--- src/rtl/seq_arith_unit.sv ---
// -----------------------------------------------------------------------------
// seq_arith_unit
//
// Small responder-side arithmetic unit. Each request carries an operand pair
// and an opcode, and the unit returns either a sum or a product.
//   - Add (op=0) finishes in one cycle. The unit stays idle, so a new request
//     can be accepted on every cycle.
//   - Multiply (op=1) uses an iterative shift-add datapath. It always takes
//     WIDTH+1 cycles from acceptance to the done pulse, whatever the operand
//     values.
// `result` changes only when an operation completes. A checker that samples
// it a fixed number of cycles after issuing a request therefore sees a
// settled value.
//
// Ports
//   clk     in   rising-edge clock
//   reset   in   synchronous, active-high reset
//   start   in   request strobe; only looked at while idle
//   op      in   0 = add, 1 = multiply; sampled with start
//   a       in   [WIDTH-1:0]   operand A / multiplicand; sampled with start
//   b       in   [WIDTH-1:0]   operand B / multiplier;   sampled with start
//   busy    out  high while a multiply is iterating
//   done    out  one-cycle completion pulse
//   result  out  [2*WIDTH-1:0] last completed result, held until the next one
// -----------------------------------------------------------------------------
module seq_arith_unit #(
    parameter int WIDTH = 8
) (
    input  logic               clk,
    input  logic               reset,
    input  logic               start,
    input  logic               op,
    input  logic [WIDTH-1:0]   a,
    input  logic [WIDTH-1:0]   b,
    output logic               busy,
    output logic               done,
    output logic [2*WIDTH-1:0] result
);

    localparam int RW = 2 * WIDTH;
    localparam int CW = (WIDTH > 1) ? $clog2(WIDTH) : 1;
    localparam logic [CW-1:0] LAST = CW'(WIDTH - 1);

    typedef enum logic {
        IDLE = 1'b0,
        MUL  = 1'b1
    } state_t;

    state_t          state, state_nxt;
    logic [RW-1:0]   mcand, mcand_nxt;
    logic [WIDTH-1:0] mplier, mplier_nxt;
    logic [RW-1:0]   acc, acc_nxt;
    logic [CW-1:0]   cnt, cnt_nxt;
    logic [RW-1:0]   result_nxt;
    logic            done_nxt;

    // Accumulator value after the current step. The completion cycle also
    // uses it, so the last partial product lands in result on the same edge.
    logic [RW-1:0]   acc_sum;

    assign acc_sum = acc + (mplier[0] ? mcand : '0);
    assign busy    = (state == MUL);

    // Next-state and datapath control
    always_comb begin
        state_nxt  = state;
        mcand_nxt  = mcand;
        mplier_nxt = mplier;
        acc_nxt    = acc;
        cnt_nxt    = cnt;
        result_nxt = result;
        done_nxt   = 1'b0;

        case (state)
            IDLE: begin
                if (start) begin
                    if (!op) begin
                        // Zero-extending to RW bits keeps the carry out of a+b.
                        result_nxt = RW'(a) + RW'(b);
                        done_nxt   = 1'b1;
                    end else begin
                        mcand_nxt  = RW'(a);
                        mplier_nxt = b;
                        acc_nxt    = '0;
                        cnt_nxt    = '0;
                        state_nxt  = MUL;
                    end
                end
            end

            MUL: begin
                // One multiplier bit per cycle. The loop always runs WIDTH
                // steps with no early exit, so the latency stays fixed.
                acc_nxt    = acc_sum;
                mcand_nxt  = mcand << 1;
                mplier_nxt = mplier >> 1;
                cnt_nxt    = cnt + 1'b1;
                if (cnt == LAST) begin
                    result_nxt = acc_sum;
                    done_nxt   = 1'b1;
                    state_nxt  = IDLE;
                end
            end

            default: state_nxt = IDLE;
        endcase
    end

    // State and datapath registers
    always_ff @(posedge clk) begin
        if (reset) begin
            state  <= IDLE;
            mcand  <= '0;
            mplier <= '0;
            acc    <= '0;
            cnt    <= '0;
            result <= '0;
            done   <= 1'b0;
        end else begin
            state  <= state_nxt;
            mcand  <= mcand_nxt;
            mplier <= mplier_nxt;
            acc    <= acc_nxt;
            cnt    <= cnt_nxt;
            result <= result_nxt;
            done   <= done_nxt;
        end
    end

endmodule

--- config.mk ---
export PLATFORM = sky130hd
export DESIGN_NAME = seq_arith_unit
export DESIGN_NICKNAME = d
export VERILOG_FILES = /design/src/rtl/seq_arith_unit.sv
export SDC_FILE = /design/constraint.sdc
export NUM_CORES = 1
export LEC_CHECK = 0
export ABC_CLOCK_PERIOD_IN_PS = 6000
export BUFFER_PORTS_ARGS = -buffer_cell sky130_fd_sc_hd__buf_2
export CORE_MARGIN = 2
export CORE_UTILIZATION = 55
export DETAILED_ROUTE_END_ITERATION = 8
export PLACE_DENSITY = 0.8
export SLEW_MARGIN = 20
export SYNTH_ARGS = -nofsm -noshare
export SYNTH_HDL_FRONTEND = slang
export SYNTH_SLANG_ARGS = --single-unit
--- constraint.sdc ---
create_clock -name clk -period 6 [get_ports clk]
set_input_delay 1.2 -clock clk [delete_from_list [all_inputs] [get_ports clk]]
set_output_delay 1.2 -clock clk [all_outputs]
set_load 0.01 [all_outputs]
==> flow_metrics.tcl <==
set metrics [dict create \
    status "finished clean" \
    required_ps 4800 \
    hp-class "reg -> reg" \
    period_minus_slack_ps 2960 \
    cts-root-buf "clkbuf_8" \
    hold_ws_ps 450 \
    leakagePower_nw 1.71 \
    relSlewSlack_pct 33.2 \
    drt_iter0_markers 232 \
    period_share_pct 49.3 \
    multi_input_area_sq_um 2190 \
    io_pins 38 \
    power.total_w 0.000895 \
    firstDrtPassIters 4 \
    place_congestion 0.917 \
    cap_violations 0 \
    track_usage_pct 25.5 \
    synth_edf_count 0 \
    routedWlPerCell_microns 15.6 \
    finish.instance_area_sq_um 3930 \
    crit_fanout 40 \
    post_cts_resized 0 \
    worstMarginPinSlew_ps 1000 \
    coreArea_sq_um 6280 \
    pre_cts_slack_ps 2790 \
    yosysSeqAreaShare_pct 34.5 \
    cts_buffers 9 \
    yosysTopAreaCell "dfxtp_1" \
    fin_setup_tns_ps 0 \
    gr-total-overflow 0 \
    cts_tree "built" \
    nNetsFinal 522 \
    routed_wl_microns 8710 \
    hpwl_microns 5930 \
    final.setup.worst_slack_ps 3040 \
    startpoint_type "flip-flop" \
    viasPerCell 6.01 \
    antenna_left 0 \
    fillers 565 \
    grt_max_degree 64 \
    die_x_microns 84.2 \
    fmax_ghz 0.338 \
    synthTopCellsByArea "dfxtp_1 34%, a21oi_1 9.9%, ha_1 8.8%" \
    drive_gt1_share_pct 12.7 \
    synthFlopType "dfxtp_1" \
    clock-sinks 61 \
    mostFrequentLayoutCell "a21oi_1" \
    r2r_slack_ps 3200 \
    cp.arrival_ps 1760 \
    final_cell_mix "70 x a21oi_1, 60 x dfxtp_1, 55 x nor2_1" \
    port_buffers 37 \
    via_count 3348 \
    syn_avg_cell_area_sq_um 7.81 \
    start_util_pct 56.4 \
    setup_viol 0 \
    clk_latency_ps 350 \
    critPathCaptureType "output port" \
    vdd_drop_max_v 0.000196 \
    n_antenna_cell 0 \
    async_reset_ff_share_pct 0 \
    rsz0062_at_grt "false" \
    grt_pass1_vias 3161 \
    rows 29 \
    clock_path_buffers 2 \
    synth_top_area_share_pct 34.5 \
    syn_nets 500 \
    report.final.slew_viol_count 0 \
    ys_ff_latch 61 \
    hold_violations 0 \
    post_cts_buffers 0 \
    cts_htree_levels 3 \
    layout.area.seq_sq_um 1220 \
    clk_pin_slew_worst_paths_ps 70 \
    drc_errors 0 \
    die_area_sq_um 7090 \
    syn_area_sq_um 3540 \
    ys.warnings.count 0 \
    finalClockSkew_ps 15.0 \
    die_h_microns 84.2 \
    antenna_found_initial 0 \
    power_density_nw_per_um2 228 \
    placed_area_sq_um 3730 \
    path_class "reg -> out" \
    cts_hold_buffers 0 \
    syn2layout_area_growth_pct 10.9 \
    grt_first_pass_wirelength_microns 14600 \
    synth_cell_type_count 52 \
    synthCells 453 \
]
-- stage by stage --
step	instances	util, %
floorplan	453	-
global placement	541	59.5
detailed placement	541	59.5
CTS	557	62.5
global route	557	62.5
finish	557	62.5
-- logic make-up (layout without fill, tap and decap cells) --
kind of cell,Yosys count,in the layout,synth area share (%)
buffers and inverters,36,63,3.82
adders and majority gates,27,27,9.97
xor gates and xnor gates,14,14,3.46
DFF,61,61,34.5
muxes,8,8,2.30
and+or+nand+nor,176,176,23.2
AOI/OAI and AO/OA,131,131,22.8
-- cell type report --
cell class | count | share of cell area [%]
timing repair buffer | 39 | 5.10
tap | 77 | 2.45
inverter | 8 | 0.765
clock buffer | 10 | 3.25
clock inverter | 6 | 1.63
sequential | 61 | 31.1
multi-input combinational | 356 | 55.7
-- Yosys cell counts, types with 2 or more instances --
library cell,n
o31ai_1,2
clkbuf_1,24
a22o_1,2
dfxtp_1,61
inv_1,8
xnor2_1,9
buf_1,4
a211oi_1,6
a22oi_1,4
a21o_1,3
nand2_1,43
nand4_1,2
nor2_1,55
o21ai_0,15
o311ai_1,2
or3_1,2
mux2i_1,7
and2_1,18
a31oi_1,4
fa_1,2
nand3_1,25
xor2_1,5
o22ai_1,3
and3_1,13
o221ai_1,4
a21oi_1,70
ha_1,25
o21bai_1,2
nor3_1,10
-- state kept, by name, indices dropped and copies added (netlist names) --
name / cells
mcand: 16
done: 1
cnt: 3
mplier: 8
busy: 1
result: 16
acc: 16
-- critical path, cell delays in order, from the launching register on --
cell	delay [ps]
dfxtp_2	780
buf_4	420
buf_2	200
-- power by group --
group          switching (W)  internal (W)
registers          0.0000124      0.000416
clock network       0.000173      0.000191
logic              0.0000644     0.0000376
total               0.000250      0.000645
-- final timing paths --
path	from	end	cells after the start
worst max-delay path	busy	busy	2
worst min-delay path	result[11]	result[11]	2
worst max register to register	mplier[0]	acc[15]	8
worst min register to register	result[11]	result[11]	2
-- metal layers --
metal	vias to the layer above	global-route usage (%)	routed length, microns
met4	0	9.53	176
li1	1670	-	-
met3	13	6.00	526
met1	1554	35.1	4170
met2	111	38.9	3830
met5	-	0	0
Power figures use the tool's default switching activity.
